`config.mk`:
```
export PLATFORM = sky130hd
export DESIGN_NAME = rptr_empty_sync
export DESIGN_NICKNAME = d
export VERILOG_FILES = /design/src/rtl/async_fifo_pkg.sv /design/src/rtl/sync_w2r.sv /design/src/rtl/rptr_empty_sync.sv
export SDC_FILE = /design/constraint.sdc
export NUM_CORES = 1
export LEC_CHECK = 0
export BUFFER_PORTS_ARGS = -buffer_cell sky130_fd_sc_hd__buf_2
export CORE_UTILIZATION = 46
export CTS_CLUSTER_SIZE = 16
export DETAILED_ROUTE_END_ITERATION = 8
export PLACE_DENSITY = 0.82
export REMOVE_ABC_BUFFERS = 1
export SETUP_SLACK_MARGIN = 0.5
export SYNTH_ARGS = -nofsm -noshare
export SYNTH_HDL_FRONTEND = slang
export SYNTH_SLANG_ARGS = --single-unit
```
`constraint.sdc`:
```
create_clock -name rclk -period 2.71 [get_ports rclk]
set_input_delay 0.271 -clock rclk [delete_from_list [all_inputs] [get_ports rclk]]
set_output_delay 0.271 -clock rclk [all_outputs]
set_load 0.02 [all_outputs]
```
`src/rtl/async_fifo_pkg.sv`:
```
// -----------------------------------------------------------------------------
// async_fifo_pkg
// Shared pointer-code helpers for the asynchronous FIFO read side.
//   bin2gray : binary -> reflected Gray code
//   gray2bin : reflected Gray code -> binary (XOR prefix from the MSB down)
// Both work on a PTR_MAX_W-wide word. Any narrower pointer is handled by
// zero-extending the operand and truncating the result back to its own width.
// The zero upper bits do not change either conversion.
// -----------------------------------------------------------------------------
package async_fifo_pkg;

  localparam int PTR_MAX_W = 32;

  typedef logic [PTR_MAX_W-1:0] ptr_word_t;

  function automatic ptr_word_t bin2gray(input ptr_word_t b);
    return b ^ (b >> 1);
  endfunction

  function automatic ptr_word_t gray2bin(input ptr_word_t g);
    ptr_word_t b;
    b = g;
    for (int i = 1; i < PTR_MAX_W; i++) begin
      b = b ^ (g >> i);
    end
    return b;
  endfunction

endpackage

```
`src/rtl/sync_w2r.sv`:
```
// -----------------------------------------------------------------------------
// sync_w2r
// Multi-flop synchronizer that brings the write-domain Gray pointer into rclk.
// Ports:
//   rclk     : read-domain clock
//   rrst_n   : asynchronous active-low reset, clears every stage
//   wptr     : Gray write pointer, asynchronous to rclk
//   rq2_wptr : output of the last synchronizer stage
// SYNC_STAGES must be at least 2.
// -----------------------------------------------------------------------------
module sync_w2r #(
  parameter int ADDRSIZE    = 4,
  parameter int SYNC_STAGES = 2
) (
  input  logic              rclk,
  input  logic              rrst_n,
  input  logic [ADDRSIZE:0] wptr,
  output logic [ADDRSIZE:0] rq2_wptr
);

  logic [SYNC_STAGES-1:0][ADDRSIZE:0] r_sync;

  always_ff @(posedge rclk or negedge rrst_n) begin
    if (!rrst_n) begin
      r_sync <= '0;
    end else begin
      r_sync <= {r_sync[SYNC_STAGES-2:0], wptr};
    end
  end

  assign rq2_wptr = r_sync[SYNC_STAGES-1];

endmodule

```
`src/rtl/rptr_empty_sync.sv`:
```
// -----------------------------------------------------------------------------
// rptr_empty_sync
// Read-side pointer and status logic of an asynchronous FIFO.
// Ports:
//   rclk    : read-domain clock (only clock of this block)
//   rrst_n  : asynchronous active-low reset
//   rinc    : read request, ignored while rempty is high
//   wptr    : Gray write pointer from the write domain (asynchronous)
//   rempty  : registered FIFO-empty flag
//   arempty : registered almost-empty flag (occupancy <= AREMPTYSIZE)
//   raddr   : binary memory read address, taken straight from rbin
//   rptr    : registered Gray read pointer for the write domain
//   rlevel  : registered read-side occupancy estimate
// Build option:
//   ASYNC_FIFO_RLEVEL_EN defined   -> rlevel carries the occupancy estimate
//   ASYNC_FIFO_RLEVEL_EN undefined -> rlevel is tied to 0, no level register
// -----------------------------------------------------------------------------
module rptr_empty_sync
  import async_fifo_pkg::*;
#(
  parameter int ADDRSIZE    = 4,
  parameter int AREMPTYSIZE = 1,
  parameter int SYNC_STAGES = 2
) (
  input  logic                rclk,
  input  logic                rrst_n,
  input  logic                rinc,
  input  logic [ADDRSIZE:0]   wptr,
  output logic                rempty,
  output logic                arempty,
  output logic [ADDRSIZE-1:0] raddr,
  output logic [ADDRSIZE:0]   rptr,
  output logic [ADDRSIZE:0]   rlevel
);

  localparam int PW = ADDRSIZE + 1;

  logic [ADDRSIZE:0] w_rq2_wptr;
  logic [ADDRSIZE:0] w_rq2_wbin;
  logic [ADDRSIZE:0] w_rbinnext;
  logic [ADDRSIZE:0] w_rgraynext;
  logic [ADDRSIZE:0] w_rdist;
  logic              w_rd_en;

  logic [ADDRSIZE:0] r_rbin;
  logic [ADDRSIZE:0] r_rptr;
  logic              r_rempty;
  logic              r_arempty;

  sync_w2r #(
    .ADDRSIZE    (ADDRSIZE),
    .SYNC_STAGES (SYNC_STAGES)
  ) u_sync_w2r (
    .rclk     (rclk),
    .rrst_n   (rrst_n),
    .wptr     (wptr),
    .rq2_wptr (w_rq2_wptr)
  );

  // Reads are only accepted while not empty, so the pointer can never
  // overtake the synchronized write pointer.
  assign w_rd_en     = rinc & ~r_rempty;
  assign w_rbinnext  = r_rbin + {{ADDRSIZE{1'b0}}, w_rd_en};
  assign w_rgraynext = PW'(bin2gray(ptr_word_t'(w_rbinnext)));
  assign w_rq2_wbin  = PW'(gray2bin(ptr_word_t'(w_rq2_wptr)));

  // Modular distance from the post-read pointer to the synchronized write
  // pointer; the natural PW-bit wrap of the subtraction gives the modulo.
  assign w_rdist = w_rq2_wbin - w_rbinnext;

  always_ff @(posedge rclk or negedge rrst_n) begin
    if (!rrst_n) begin
      r_rbin    <= '0;
      r_rptr    <= '0;
      r_rempty  <= 1'b1;
      r_arempty <= 1'b1;
    end else begin
      r_rbin    <= w_rbinnext;
      r_rptr    <= w_rgraynext;
      r_rempty  <= (w_rgraynext == w_rq2_wptr);
      r_arempty <= (ptr_word_t'(w_rdist) <= ptr_word_t'(AREMPTYSIZE));
    end
  end

`ifdef ASYNC_FIFO_RLEVEL_EN
  logic [ADDRSIZE:0] r_rlevel;

  always_ff @(posedge rclk or negedge rrst_n) begin
    if (!rrst_n) begin
      r_rlevel <= '0;
    end else begin
      r_rlevel <= w_rdist;
    end
  end

  assign rlevel = r_rlevel;
`else
  assign rlevel = '0;
`endif

  assign rempty  = r_rempty;
  assign arempty = r_arempty;
  assign raddr   = r_rbin[ADDRSIZE-1:0];
  assign rptr    = r_rptr;

endmodule

```
== Yosys cells after proc, flatten, opt, wreduce, memory -nomap -nowiden ==
Cells that the tools add are included.
W data, S select, Z words.
Cells by class
  add/subtract/negate cells: 2
  mux-type cells: 0
  bitwise logic cells: 7
  shift-type cells: 0
  order comparisons: 1
  reduce and logical (&&, ||, !) cells: 0
  equality and inequality tests: 1
  $mul: 0
  div/mod/pow operators: 0
Operators by type and width (number)
  $xor A5 B4 Y5: 2
  $add A5 B1 Y5: 1
  $eq A5 B5 Y1: 1
  $le A5 B1 Y1 const B: 1
  $sub A5 B5 Y5: 1
  $xor A5 B1 Y5: 1
  $xor A5 B2 Y5: 1
  $xor A5 B3 Y5: 1
  $and A1 B1 Y1: 1
  $not A1 Y1: 1
Word-level totals
  bits of input ports: 8
  bits in writable memories: 0
  ROM bits: 0
  output and inout bits: 16
  bits in latches: 0
  memories kept: 0
  word-level logic and storage cells: 17
  flip-flop bits (word level): 22

== Depth between registers and ports, before layout ==
  depth in word-level cells: 6
  depth in mapped cells: 10

== By module ==
From an unflattened synthesis, not the netlist that was laid out.
Unflattened totals
  cell total of the unflattened synthesis: 81
  area total of the unflattened synthesis: 1042.2 um^2
Modules (own cells, without submodules)
  rptr_empty_sync: area an instance 754.5 um^2, cells an instance 66, times used 1
  sync_w2r: area an instance 287.8 um^2, cells an instance 15, times used 1

== Worst setup path before layout ==
No wires, ideal clock.
  path kind: register -> register
  start point: register u_sync_w2r.r_sync, in the netlist u_sync_w2r.rq2_wptr[3]
  end point: register r_arempty, in the netlist arempty
  path buffers: 0
  cell stages (with the launch flop): 11
  required time: 2612 ps
  setup slack: 61 ps
  period minus slack after synthesis: 2649 ps
  arrival time: 2550 ps
  path through: dfrtp_1 > xnor3_1 > xnor2_1 > xnor2_1 > ha_1 > inv_1 > fa_1 > nand3_1 > o211a_1 > o21ai_0 > a221oi_1
Between the ends
  cells in the longest elaborated chain, start to end: 6
Ends and longest elaborated chain
  start: declaration: line sync_w2r.sv:21  | logic [SYNC_STAGES-1:0][ADDRSIZE:0] r_sync;
  start signal: assignment: line sync_w2r.sv:27  | r_sync <= {r_sync[SYNC_STAGES-2:0], wptr};
  $xor A5 B4 Y5: line async_fifo_pkg.sv:24  | b = b ^ (g >> i);
  $xor A5 B3 Y5: line async_fifo_pkg.sv:24
  $xor A5 B2 Y5 *: line async_fifo_pkg.sv:24
  $xor A5 B1 Y5 *: line async_fifo_pkg.sv:24
  $sub A5 B5 Y5 *: line rptr_empty_sync.sv:69  | assign w_rdist = w_rq2_wbin - w_rbinnext;
  $le A5 B1 Y1 *: line rptr_empty_sync.sv:81  | r_arempty <= (ptr_word_t'(w_rdist) <= ptr_word_t'(AREMPTYSIZE));
  end signal: assignment: line rptr_empty_sync.sv:81
  end: declaration: line rptr_empty_sync.sv:48  | logic r_arempty;
Every way passes the cells marked *; elsewhere a longest branch is shown, timed or not.

== Final worst setup path ==
Ends and elaborated chain as after synthesis.

==> results.sh <==
export IMPL_synth_seq_area_share_pct=52.6
export IMPL_grt_pass1_wl_um=2730
export IMPL_ctsHtreeMaxLevel=1
export IMPL_overflow=0
export IMPL_synth_simple_area_share_pct=7.10
export IMPL_required_ns=2.95
export IMPL_synth_top_family_by_area="XOR/XNOR gates"
export IMPL_yosys_warnings=0
export IMPL_setup_tns_ns=0
export IMPL_whs_ns=0.0505
export IMPL_reg2reg_slack_ns=0.16
export IMPL_cts_buffers=3
export IMPL_peakVddDrop_uv=525
export IMPL_postSynthCellCount=76
export IMPL_synth_compound_area_share_pct=5.85
export IMPL_die_area_um2=2380
export IMPL_endpoint="arempty"
export IMPL_outcome="completed"
export IMPL_ant_nets=0
export IMPL_areaGrowthSynthToFinish_pct=23.9
export IMPL_cp_end_kind="flip-flop"
export IMPL_viasPerCell=4.76
export IMPL_grt_max_degree=22
export IMPL_synthArstFlopShare_pct=100
export IMPL_cp_start_kind="flip-flop"
export IMPL_start_util_pct=50.2
export IMPL_n_antenna_cell=0
export IMPL_path_max_fanout=4
export IMPL_synth_area_top_cells="dfrtp_1 (47%), ha_1 (6.2%), xnor2_1 (6.1%)"
export IMPL_power_density_nw_per_um2=1250
export IMPL_clk_latency_ns=0.31
export IMPL_synth_mux_area_share_pct=1.12
export IMPL_worstSetupPathType="flip-flop to flip-flop"
export IMPL_dr_pass1_iters=4
export IMPL_die_w_um=48.7
export IMPL_fmax_mhz=393
export IMPL_yosysTopAreaCellShare_pct=47.3
export IMPL_place_congestion=0.729
export IMPL_grt_pass1_vias=599
export IMPL_synthAdderAreaFrac_pct=8.22
export IMPL_yosysMostFrequentCell="dfrtp_1"
export IMPL_min_period_ns=2.55
export IMPL_hold_path_class="primary input to flip-flop"
export IMPL_io_pins=24
export IMPL_r2r_start="u_sync_w2r.rq2_wptr[3]"
export IMPL_finalCritPeriodShare_pct=94.0
export IMPL_drt_iter0_markers=3
export IMPL_path_clk_slew_ns=0.12
export IMPL_die_h_um=48.7
export IMPL_startpoint="u_sync_w2r.rq2_wptr[3]"
export IMPL_synth_seq_cells=21
export IMPL_yosys_top_cells_count="dfrtp_1 (19), xnor2_1 (7), xor2_1 (6)"
export IMPL_routedWlPerCell_um=12.0
export IMPL_rows=16
export IMPL_setup_viol=0
export IMPL_routed_wl_um=1600
export IMPL_post_dp_hpwl_um=1150
export IMPL_r2r_end="arempty"
export IMPL_synth_edf_count=0
export IMPL_drc=0
export IMPL_rr_worst_depth=9
export IMPL_coreArea_um2=2000
export IMPL_arrival_ns=2.78
export IMPL_synth_xor_area_share_pct=19.2
export IMPL_final_nets=121
export IMPL_io_buffer_count=18
export IMPL_synth_top_area_cell="dfrtp_1"
export IMPL_finalClockSkew_ns=0.00546
export IMPL_cts_tree="built"
export IMPL_ys_flop_type="dfrtp_1"
export IMPL_cts_root_buf="clkbuf_4"
export IMPL_synth_cell_types=28
export IMPL_cap_violations=0
export IMPL_avgSynthCellArea_um2=13.2
export IMPL_maxSlewViolCount=0
export IMPL_grt_antenna_before_repair=0
export IMPL_clock_sinks=21
export IMPL_synth_area_um2=1000
export IMPL_hold_violations=0
export IMPL_p_leak_uw=0.000595
export IMPL_drive_above_1_share_pct=44.3
export IMPL_grt_total_usage_pct=15.4
export IMPL_via_count=633
export IMPL_clockBufferDepth=2
export IMPL_num_fill_cells=172
export IMPL_rsz0062_at_grt="true"
-- worst max-delay path: stages (launching register included) --
cell      delay [ns]
dfrtp_1         0.39
xnor3_1         0.45
xnor2_2         0.21
xnor2_1         0.10
ha_2            0.19
inv_2           0.05
fa_2            0.25
a32oi_2         0.12
or4_4           0.44
a221oi_2        0.28
-- power by group --
group          switching [µW]  internal (µW)  leakage (µW)
logic                     512            420      0.000334
registers                67.1            409      0.000243
clock network            99.3           55.2     0.0000177
-- stage by stage --
stage / area, µm² / utilization [%] / std cells / total power, µW / setup slack [ns]
3_3_place_gp: 1130 / 56.4 / 123 / 1260 / 0.178
2_1_floorplan: 982 / - / 75 / 1080 / 0.0613
3_5_place_dp: 1130 / 56.4 / 123 / 1300 / 0.0781
6_report: 1240 / 62.2 / 133 / 1560 / 0.164
4_1_cts: 1200 / 59.8 / 130 / 1500 / 0.170
5_1_grt: 1240 / 62.2 / 133 / 1680 / 0.0610
-- cell usage in the layout, fill, tap and decap left out --
master	instances
a211oi_2	1
a21oi_2	1
a221oi_2	1
a31oi_1	1
a32oi_2	1
buf_2	18
buf_4	8
clkbuf_4	3
clkinv_2	1
conb_1	5
dfrtp_1	19
dfstp_2	2
dlygate4sd3_1	1
fa_2	1
ha_1	3
ha_2	2
inv_1	3
inv_2	2
mux2_2	1
nand2_1	2
nand2b_1	1
nand3_1	4
nor2_1	1
nor2b_1	2
nor3b_1	1
o211a_1	1
o21ai_1	1
or3_1	1
or4_4	1
xnor2_1	6
xnor2_2	1
xnor3_1	1
xor2_1	5
xor2_2	3
xor3_1	1
-- area by class of cell --
cell class	instances	area, µm²	share of cell area [%]
repair buffers	27	160	12.9
clock inverters	1	5.00	0.402
flip-flops and latches	21	528	42.4
clock buffers	3	22.5	1.81
inverters	5	18.8	1.51
well taps	27	33.8	2.71
multi-input cells	49	477	38.3
-- sequential cells by signal, summed over array words and instances, names as in the netlist --
signal / cells
r_rbin: 5
u_sync_w2r.r_sync: 5
u_sync_w2r.rq2_wptr: 5
rptr: 4
arempty: 1
rempty: 1
-- worst min-delay path by stage --
stage,from,to,slack (ns),cells after the start
2_1_floorplan,rrst_n,r_rbin[0],-0.02,0
3_3_place_gp,rrst_n,rptr[1],0.24,1
3_5_place_dp,rrst_n,r_rbin[0],0.25,1
4_1_cts,wptr[0],u_sync_w2r.r_sync[0],0.05,1
5_1_grt,wptr[0],u_sync_w2r.r_sync[0],0.03,1
6_report,wptr[0],u_sync_w2r.r_sync[0],0.05,1
-- metal layers --
metal  part of all wire, %  vias up  global-route usage, %  routed length [µm]
met5                     0        -                      0                   0
met4                   1.5        0                   5.88                  24
met3                   4.9        2                   3.14                  78
met2                    52       22                   26.2                 829
met1                    42      305                   19.2                 664
li1                      -      304                      -                   -
-- what timing repair did --
item	4_1_cts	5_1_grt
hold buffers	1	0
buffers inserted	2	3
gates resized for setup	4	8
setup endpoints to repair	2	2
pin swaps	2	8
endpoints found under the hold margin	19	0
-- cells by family after synthesis --
group,count (synthesis)
other cells,1
xor+xnor,17
simple gates,13
buf+inv,10
mux,1
compound gates,7
fa+ha+maj,6
flops,21
Note: power is estimated with default switching activity, not from simulation.
